$ cat src/rtl/cpu_ctrl.sv
// Multi-cycle control sequencer for the 16-bit CPU: fetches over a req/ack port,
// decodes the CR16-style encoding and drives the reg_alu datapath controls.
module cpu_ctrl (
   input  logic        clk,
   input  logic        reset,
   output logic [15:0] mem_addr,
   output logic        mem_req,
   output logic        mem_we,
   input  logic        mem_ack,
   input  logic [15:0] mem_rdata,
   input  logic [15:0] dSrc,
   input  logic [15:0] dDst,
   input  logic [4:0]  psr,
   output logic        write,
   output logic        IMM_MUX,
   output logic        wb_mem,
   output logic [3:0]  rSrc,
   output logic [3:0]  rDst,
   output logic [4:0]  aluOp,
   output logic [15:0] pc,
   output logic [15:0] imm,
   output logic [15:0] mem_data,
   output logic        illegal
);

   localparam logic [4:0] ALUOP_AND = 5'b00001;
   localparam logic [4:0] ALUOP_OR  = 5'b00010;
   localparam logic [4:0] ALUOP_XOR = 5'b00011;
   localparam logic [4:0] ALUOP_ADD = 5'b00101;
   localparam logic [4:0] ALUOP_SUB = 5'b01001;
   localparam logic [4:0] ALUOP_CMP = 5'b01011;
   localparam logic [4:0] ALUOP_MOV = 5'b01101;

   typedef enum logic [2:0] {
      S_FETCH  = 3'd0,
      S_DECODE = 3'd1,
      S_EXEC   = 3'd2,
      S_MEM    = 3'd3,
      S_WB     = 3'd4
   } state_e;

   function automatic logic alu_code_ok(input logic [3:0] code);
      case (code)
         4'b0101, 4'b1001, 4'b1011, 4'b0001,
         4'b0010, 4'b0011, 4'b1101: alu_code_ok = 1'b1;
         default:                   alu_code_ok = 1'b0;
      endcase
   endfunction

   function automatic logic [4:0] alu_op_of(input logic [3:0] code);
      case (code)
         4'b0101: alu_op_of = ALUOP_ADD;
         4'b1001: alu_op_of = ALUOP_SUB;
         4'b1011: alu_op_of = ALUOP_CMP;
         4'b0001: alu_op_of = ALUOP_AND;
         4'b0010: alu_op_of = ALUOP_OR;
         4'b0011: alu_op_of = ALUOP_XOR;
         4'b1101: alu_op_of = ALUOP_MOV;
         default: alu_op_of = 5'b00000;
      endcase
   endfunction

   // Logical immediates are zero-extended; everything else sign-extends imm8.
   function automatic logic [15:0] imm_of(input logic [15:0] word);
      case (word[15:12])
         4'b0001, 4'b0010, 4'b0011: imm_of = {8'h00, word[7:0]};
         default:                   imm_of = {{8{word[7]}}, word[7:0]};
      endcase
   endfunction

   // flags = {N,Z,F,L,C}
   function automatic logic cond_true(input logic [3:0] cond, input logic [4:0] flags);
      case (cond)
         4'b0000: cond_true = flags[3];
         4'b0001: cond_true = ~flags[3];
         4'b0110: cond_true = flags[4];
         4'b0111: cond_true = ~flags[4];
         4'b0010: cond_true = flags[0];
         4'b0011: cond_true = ~flags[0];
         4'b1110: cond_true = 1'b1;
         default: cond_true = 1'b0;
      endcase
   endfunction

   state_e      state_q, state_d;
   logic [15:0] pc_q, pc_d;
   logic [15:0] ir_q, ir_d;
   logic [15:0] mem_addr_q, mem_addr_d;
   logic        mem_req_q, mem_req_d;
   logic        mem_we_q, mem_we_d;
   logic        write_q, write_d;
   logic        imm_mux_q, imm_mux_d;
   logic        wb_mem_q, wb_mem_d;
   logic [3:0]  rsrc_q, rsrc_d;
   logic [3:0]  rdst_q, rdst_d;
   logic [4:0]  aluop_q, aluop_d;
   logic [15:0] imm_q, imm_d;
   logic [15:0] mem_data_q, mem_data_d;
   logic        illegal_q, illegal_d;

   logic is_alu, is_cmp, is_load, is_stor, is_jcond, is_bcond, is_legal, taken;

   // dDst goes to memory through the datapath; the F and L flags feed no condition.
   logic unused_inputs;
   assign unused_inputs = ^{dDst, psr[2:1]};

   // Instruction class of the latched ir.
   always_comb begin
      is_alu   = ((ir_q[15:12] == 4'b0000) && alu_code_ok(ir_q[7:4])) || alu_code_ok(ir_q[15:12]);
      is_cmp   = ((ir_q[15:12] == 4'b0000) && (ir_q[7:4] == 4'b1011)) || (ir_q[15:12] == 4'b1011);
      is_load  = (ir_q[15:12] == 4'b0100) && (ir_q[7:4] == 4'b0000);
      is_stor  = (ir_q[15:12] == 4'b0100) && (ir_q[7:4] == 4'b0100);
      is_jcond = (ir_q[15:12] == 4'b0100) && (ir_q[7:4] == 4'b1100);
      is_bcond = (ir_q[15:12] == 4'b1100);
      is_legal = is_alu || is_load || is_stor || is_jcond || is_bcond;
      taken    = cond_true(ir_q[11:8], psr);
   end

   // Next-state and registered-output computation.
   always_comb begin
      state_d    = state_q;
      pc_d       = pc_q;
      ir_d       = ir_q;
      mem_addr_d = mem_addr_q;
      mem_req_d  = mem_req_q;
      mem_we_d   = mem_we_q;
      write_d    = 1'b0;
      wb_mem_d   = 1'b0;
      illegal_d  = 1'b0;
      imm_mux_d  = imm_mux_q;
      rsrc_d     = rsrc_q;
      rdst_d     = rdst_q;
      aluop_d    = aluop_q;
      imm_d      = imm_q;
      mem_data_d = mem_data_q;
      case (state_q)
         S_FETCH: begin
            // Coming out of reset the request is still low; raise it first.
            if (!mem_req_q) begin
               mem_req_d  = 1'b1;
               mem_addr_d = pc_q;
               mem_we_d   = 1'b0;
            end else if (mem_ack) begin
               ir_d      = mem_rdata;
               mem_req_d = 1'b0;
               rsrc_d    = mem_rdata[3:0];
               rdst_d    = mem_rdata[11:8];
               imm_d     = imm_of(mem_rdata);
               imm_mux_d = alu_code_ok(mem_rdata[15:12]);
               if (mem_rdata[15:12] == 4'b0000) begin
                  aluop_d = alu_op_of(mem_rdata[7:4]);
               end else begin
                  aluop_d = alu_op_of(mem_rdata[15:12]);
               end
               state_d = S_DECODE;
            end else begin
               state_d = S_FETCH;
            end
         end
         S_DECODE: begin
            write_d   = is_alu && !is_cmp;
            illegal_d = !is_legal;
            state_d   = S_EXEC;
         end
         S_EXEC: begin
            if (is_load || is_stor) begin
               mem_req_d  = 1'b1;
               mem_addr_d = dSrc;
               mem_we_d   = is_stor;
               state_d    = S_MEM;
            end else begin
               if (is_jcond && taken) begin
                  pc_d = dSrc;
               end else if (is_bcond && taken) begin
                  pc_d = pc_q + {{8{ir_q[7]}}, ir_q[7:0]};
               end else begin
                  pc_d = pc_q + 16'd1;
               end
               mem_req_d  = 1'b1;
               mem_addr_d = pc_d;
               mem_we_d   = 1'b0;
               state_d    = S_FETCH;
            end
         end
         S_MEM: begin
            if (mem_ack && is_load) begin
               mem_req_d  = 1'b0;
               mem_we_d   = 1'b0;
               mem_data_d = mem_rdata;
               wb_mem_d   = 1'b1;
               write_d    = 1'b1;
               state_d    = S_WB;
            end else if (mem_ack) begin
               pc_d       = pc_q + 16'd1;
               mem_req_d  = 1'b1;
               mem_addr_d = pc_d;
               mem_we_d   = 1'b0;
               state_d    = S_FETCH;
            end else begin
               state_d = S_MEM;
            end
         end
         S_WB: begin
            pc_d       = pc_q + 16'd1;
            mem_req_d  = 1'b1;
            mem_addr_d = pc_d;
            mem_we_d   = 1'b0;
            state_d    = S_FETCH;
         end
         default: begin
            mem_req_d = 1'b0;
            mem_we_d  = 1'b0;
            state_d   = S_FETCH;
         end
      endcase
   end

   // State and output registers with synchronous reset.
   always_ff @(posedge clk) begin
      if (reset) begin
         state_q    <= S_FETCH;
         pc_q       <= 16'h0000;
         ir_q       <= 16'h0000;
         mem_addr_q <= 16'h0000;
         mem_req_q  <= 1'b0;
         mem_we_q   <= 1'b0;
         write_q    <= 1'b0;
         imm_mux_q  <= 1'b0;
         wb_mem_q   <= 1'b0;
         rsrc_q     <= 4'h0;
         rdst_q     <= 4'h0;
         aluop_q    <= 5'b00000;
         imm_q      <= 16'h0000;
         mem_data_q <= 16'h0000;
         illegal_q  <= 1'b0;
      end else begin
         state_q    <= state_d;
         pc_q       <= pc_d;
         ir_q       <= ir_d;
         mem_addr_q <= mem_addr_d;
         mem_req_q  <= mem_req_d;
         mem_we_q   <= mem_we_d;
         write_q    <= write_d;
         imm_mux_q  <= imm_mux_d;
         wb_mem_q   <= wb_mem_d;
         rsrc_q     <= rsrc_d;
         rdst_q     <= rdst_d;
         aluop_q    <= aluop_d;
         imm_q      <= imm_d;
         mem_data_q <= mem_data_d;
         illegal_q  <= illegal_d;
      end
   end

   assign mem_addr = mem_addr_q;
   assign mem_req  = mem_req_q;
   assign mem_we   = mem_we_q;
   assign write    = write_q;
   assign IMM_MUX  = imm_mux_q;
   assign wb_mem   = wb_mem_q;
   assign rSrc     = rsrc_q;
   assign rDst     = rdst_q;
   assign aluOp    = aluop_q;
   assign pc       = pc_q;
   assign imm      = imm_q;
   assign mem_data = mem_data_q;
   assign illegal  = illegal_q;

endmodule

$ cat config.mk
export PLATFORM = sky130hd
export DESIGN_NAME = cpu_ctrl
export DESIGN_NICKNAME = d
export VERILOG_FILES = /design/src/rtl/cpu_ctrl.sv
export SDC_FILE = /design/constraint.sdc
export NUM_CORES = 1
export LEC_CHECK = 0
export BUFFER_PORTS_ARGS = -buffer_cell sky130_fd_sc_hd__buf_2
export CORE_AREA = 10 10 131 121
export CTS_CLUSTER_DIAMETER = 100
export CTS_CLUSTER_SIZE = 8
export DETAILED_ROUTE_END_ITERATION = 16
export DIE_AREA = 0 0 141 131
export SLEW_MARGIN = 25
export SYNTH_ARGS = -nofsm -noshare
export SYNTH_HDL_FRONTEND = slang
export SYNTH_SLANG_ARGS = --single-unit
$ cat constraint.sdc
create_clock -name clk -period 3.8 [get_ports clk]
set_input_delay 0.38 -clock clk [delete_from_list [all_inputs] [get_ports clk]]
set_output_delay 0.38 -clock clk [all_outputs]
set_load 0.01 [all_outputs]
# --- Yosys cells after proc, flatten, opt, wreduce, memory -nomap -nowiden ---
# Index checks and enable logic that the tools add are counted.
classes:
  n_eq_ne: 48
  n_bitwise: 5
  addsub: 2
  mux: 35
  n_reduce_logical: 38
op_table:
  columns: ["op", "n"]
  rows:
  - ["16-bit two-way mux", 8]
  - ["16-bit case mux with 4 select lines", 1]
  - ["4-bit equality test (second input constant)", 15]
  - ["4-bit case mux with 7 select lines", 2]
  - ["16-bit case mux with 3 select lines", 1]
  - ["4-bit by 2-bit equality test with 1-bit output (second input constant)", 10]
  - ["4-bit by 3-bit equality test with 1-bit output (second input constant)", 8]
  - ["7-bit OR reduction", 3]
  - ["4-bit by 1-bit equality test with 1-bit output (second input constant)", 5]
  - ["16-bit by 1-bit adder with 16-bit output (second input constant)", 1]
  - ["16-bit adder", 1]
  - ["4-bit logical NOT", 4]
  - ["1-bit two-way mux", 13]
  - ["3-bit case mux with 4 select lines", 1]
  - ["2-bit inequality test (second input constant)", 5]
  - ["1-bit logical AND", 9]
  - ["1-bit case mux with 4 select lines", 2]
  - ["4-bit AND reduction", 2]
  - ["1-bit logical OR", 7]
  - ["1-bit case mux with 7 select lines", 1]
  - ["3-bit by 2-bit equality test with 1-bit output (second input constant)", 2]
  - ["3-bit two-way mux", 2]
  - ["3-bit AND reduction", 2]
  - ["2-bit OR reduction", 3]
  - ["13 further kinds", 20]
totals:
  out_inout_bits: 83
  reg_bits: 102
  word_cells: 143
  in_bits: 56

# --- Depth between registers and ports, before layout ---
logic_depth:
  depth_word: 10
  ltp_mapped: 11

# --- Worst setup path after synthesis ---
# OpenSTA, ideal clock, no wires.
synth_path:
  path_type: "register -> register"
  start: "register pc_q[1], in the netlist pc[1]"
  end: "register mem_addr_q[14], in the netlist mem_addr[14]"
  path_buffers: 0
  slack_ns: 1.319
  required_ns: 3.672
  arrival_ns: 2.353
  path_stages_with_launch: 11
  period_less_slack_ns: 2.481
  path_cell_list: "dfxtp_1 > inv_1 > fa_1 > nand2b_1 > a21oi_1 > o311a_1 > a211oi_2 > o2111a_1 > a21oi_1 > a32o_1 > a21oi_1"
synth_via:
  elab_chain_cells: 5
synth_lines:
  columns: ["item", "line_no", "source"]
  rows:
  - ["start: declaration", "86", "logic [15:0] pc_q, pc_d;"]
  - ["start signal: assignment", "238", "pc_q <= pc_d;"]
  - ["16-bit by 1-bit adder with 16-bit output or 16-bit adder (tied branches)", null, null]
  - ["16-bit two-way mux", "174", "end else if (is_bcond && taken) begin"]
  - ["16-bit two-way mux", "172", "if (is_jcond && taken) begin"]
  - ["16-bit two-way mux", "166", "if (is_load || is_stor) begin"]
  - ["16-bit case mux with 4 select lines (*)", "136", "case (state_q)"]
  - ["end signal: assignment", "240", "mem_addr_q <= mem_addr_d;"]
  - ["end: declaration", "88", "logic [15:0] mem_addr_q, mem_addr_d;"]
# Every way passes the cells marked *; elsewhere a longest branch is shown, timed or not. The select of a mux whose other input is x is not followed.
# A chain may end at the register's enable or synchronous reset.

# --- Worst setup path after layout ---
layout_path:
  start: "register pc_q[0], in the netlist pc[0]"
  end: "register mem_addr_q[14], in the netlist mem_addr[14]"
# Same word-level chain as after synthesis.

==> key figures <==
Synthesis
  • Synth top area share: 30.5%
  • Prevailing post-synth register cell: dfxtp_1
  • Mapped Cells: 693
  • Post-synth cell types: 69
  • Async set-reset flop share out of synthesis: 0%
  • Mapped Area: 5120 um2
  • Most used standard cell by instance count after synthesis: nand2_1
  • Synth warnings: 0
  • Syn Nets: approximately 770
  • Synth area leader: dfxtp_1
  • Post-synth top cells: nand2_1, dfxtp_1, a21oi_1, o21ai_0, nor2_1
  • Part of the Yosys area used for sequential elements: between 30% and 40%
  • Area contributors post-synth: dfxtp_1, nand2_1, a21oi_1, o21ai_0, nor2_1
  • Syn avg cell area: 7.38 um2
  • Post-synth EDFFs: 0
  • Yosys reg bits: ~80

Critical path
  • Reg2reg setup slack: 0.71 ns
  • CP startpoint kind: register
  • Crit Path Max Fanout: 11
  • CP Data Arrival Time: 3.32 ns
  • R2r endpoint: mem_addr[14]$_SDFFE_PP0P_
  • CP Class: register to register
  • RR Startpoint: pc[0]$_SDFFE_PP0P_
  • Worst r2r path cells: 11
  • Critical Path RT: 4.03 ns
  • CP Capture Type: register

Clock tree
  • Root Buffer: clkbuf_16
  • Worst skew pair latency: 0.35 ns
  • Max Buffers Root-to-Sink: 2
  • CTS H-tree depth: 3
  • Post-CTS setup buffer count: 0
  • Worst-path clk slew: 0.06 ns
  • Cts repair resizes: 0
  • CTS tree: done
  • CTS buffer count: 9
  • CTS hold repair buffers: 0
  • CTS sink cnt: 78

Pwr
  • Total power: between 2000 and 2500 uW
  • Leak pwr: 0.00248 uW
  • Worst vdd ir: about 0.23 mV
  • Reg power frac: ~44%
  • Int Power: 1410 uW
  • NetSw: 598 uW
  • Sw frac: 29.8%
  • Clock power frac: about two fifths
  • PD cells: 336 nW/um2
  • Comb power frac: around 14%

Die
  • I/O Pins: 139
  • Die Height: between 100 and 150 um
  • Core area: 13100 um2
  • Starting Density: 39.0%
  • Die area: 18500 um2
  • Die W: 141 um
  • Row count: 40

Job
  • Max-Cap Viols: 0

Run status
  • Status: complete, no violations

Route
  • Routed vias/inst: 5.85
  • DR DRC count: 0
  • Vias: 5540
  • Antenna Nets Post-Route: 0
  • Post-Route WL: 18000 um
  • WL/cell: 19.0 um
  • DRT Pass-1 Iters: 5
  • Initial drt markers: between 600 and 700

Worst hold path
  • Worst hold path depth: 3
  • HP Class: input port to register
  • Hold_sp: mem_rdata[8]
  • Endpoint, Worst Hold: mem_data[8]$_SDFFE_PP0P_

STA
  • Number of setup violations in the final report: 0
  • Worst-Margin Slew: 0.872 ns
  • RSZ-0062 raised after global routing: no
  • Max Freq: roughly 320 MHz
  • Worst Skew: between 0.006 and 0.007 ns
  • Rel. slew slack: 41.8%
  • Final hold viol count: 0
  • Final period util: between 80% and 90%
  • Final period demand of the worst path: ~3.1 ns
  • Max Transition Viols Final: 0
  • TNS Setup: 0 ns

Global routing
  • Vias in the first global route: between 5000 and 6000
  • Largest net degree at the start of global routing: 53
  • Initial antenna violation count: 1
  • Global-route wire length before repair: 27800 um
  • GRT Residual Overflow: 0
  • GRT Util Overall: 18.7%

Final layout
  • Total Nets Final: 846
  • # fillers: 1353
  • Synth-to-Final Area Change: 16.6%
  • Multi-input combinational cell area: 3130 um2
  • Reg area: 1560 um2
  • Core Util, Final: 45.5%
  • Share of layout cells above drive strength 1: 21.3%

Placed design
  • Gp weighted congestion: 0.909
  • Hpwl dp: roughly 13000 um
  • Number of port buffers: 119
## final cells by class
type	instances	area share, %
Timing Repair Buffer	135	12.0
Sequential cell	78	26.2
Multi-Input combinational cell	533	52.5
Antenna cell	1	0.0420
Inverter	16	1.01
Clock buffer	9	3.78
Clock inverter	7	0.965
Tap cell	168	3.52
## stage by stage
stage | std cells | hold slack [ns] | setup WS (ns) | area [um2]
2_1_floorplan | 693 | 0.466 | 1.32 | 5120
3_3_place_gp | 930 | 0.440 | 0.871 | 5680
3_5_place_dp | 930 | 0.443 | 0.811 | 5680
4_1_cts | 946 | 0.269 | 0.789 | 5960
5_1_grt | 947 | 0.274 | 0.520 | 5960
6_report | 947 | 0.277 | 0.707 | 5960
## power groups by stage
stage | clock network (uW) | registers, uW | logic (uW)
2_1_floorplan | 0 | 903 | 182
3_3_place_gp | 0 | 903 | 282
3_5_place_dp | 0 | 905 | 286
4_1_cts | 846 | 887 | 287
5_1_grt | 878 | 892 | 317
6_report | 830 | 888 | 288
## logic make-up after synthesis
logic type / after synthesis / synth area share [%]
compound gates: 230 / 28.0
xor+xnor: 25 / 4.43
simple gates: 255 / 23.3
buf+inv: 82 / 8.29
flops: 78 / 30.5
other cells: 1 / 0.0733
fa+ha+maj: 17 / 4.30
mux: 5 / 1.00
## flip-flops by register name, summed over array words and instances, names as in the netlist
name,cells
mem_we,1
write,1
pc,16
mem_data,16
illegal,1
mem_addr,16
ir_q,16
mem_req,1
state_q,3
aluOp,4
IMM_MUX,1
wb_mem,1
imm,1
## layer usage
layer,GRT usage [%],share of wire (%),up-vias
met5,0,0,-
met4,6.37,2.1,0
met3,4.91,9.0,35
met2,28.7,44,274
met1,24.7,45,2586
li1,-,-,2645
## critical path, cell delays in order (launching register included)
cell and delay, ns:
dfxtp_1 0.56, ha_1 0.25, inv_1 0.06, fa_1 0.37, nand2b_1 0.19, a21oi_1 0.31
o311a_1 0.28, a211oi_2 0.13, o2111a_1 0.26, a21oi_1 0.25, a32o_1 0.23, a21oi_1 0.07
## cell usage in the layout, fill, tap and decap left out, drive strengths merged, types with 5 or more instances in the layout
master and n:
o22ai 6, ha 16, buf 135, clkbuf 9, and3 6, nor3 22, a221oi 12, a21o 8
o21ai 64, dfxtp 78, xnor2 15, nand2b 10, nand2 107, nand3 24, nor2 57, xor2 10
a31oi 16, nand4 6, a211oi 9, nor4 5, a21oi 77, inv 18
## worst max-delay path by stage
stage,startpoint,to,slack (ns),cells past startpoint
2_1_floorplan,pc[1]$_SDFFE_PP0P_,mem_addr[14]$_SDFFE_PP0P_,1.32,10
3_3_place_gp,pc[0]$_SDFFE_PP0P_,mem_addr[14]$_SDFFE_PP0P_,0.87,11
3_5_place_dp,pc[0]$_SDFFE_PP0P_,mem_addr[14]$_SDFFE_PP0P_,0.81,11
4_1_cts,pc[0]$_SDFFE_PP0P_,mem_addr[14]$_SDFFE_PP0P_,0.79,11
5_1_grt,pc[0]$_SDFFE_PP0P_,mem_addr[14]$_SDFFE_PP0P_,0.52,11
6_report,pc[0]$_SDFFE_PP0P_,mem_addr[14]$_SDFFE_PP0P_,0.71,11
Note: power is estimated with default switching activity, not from simulation.
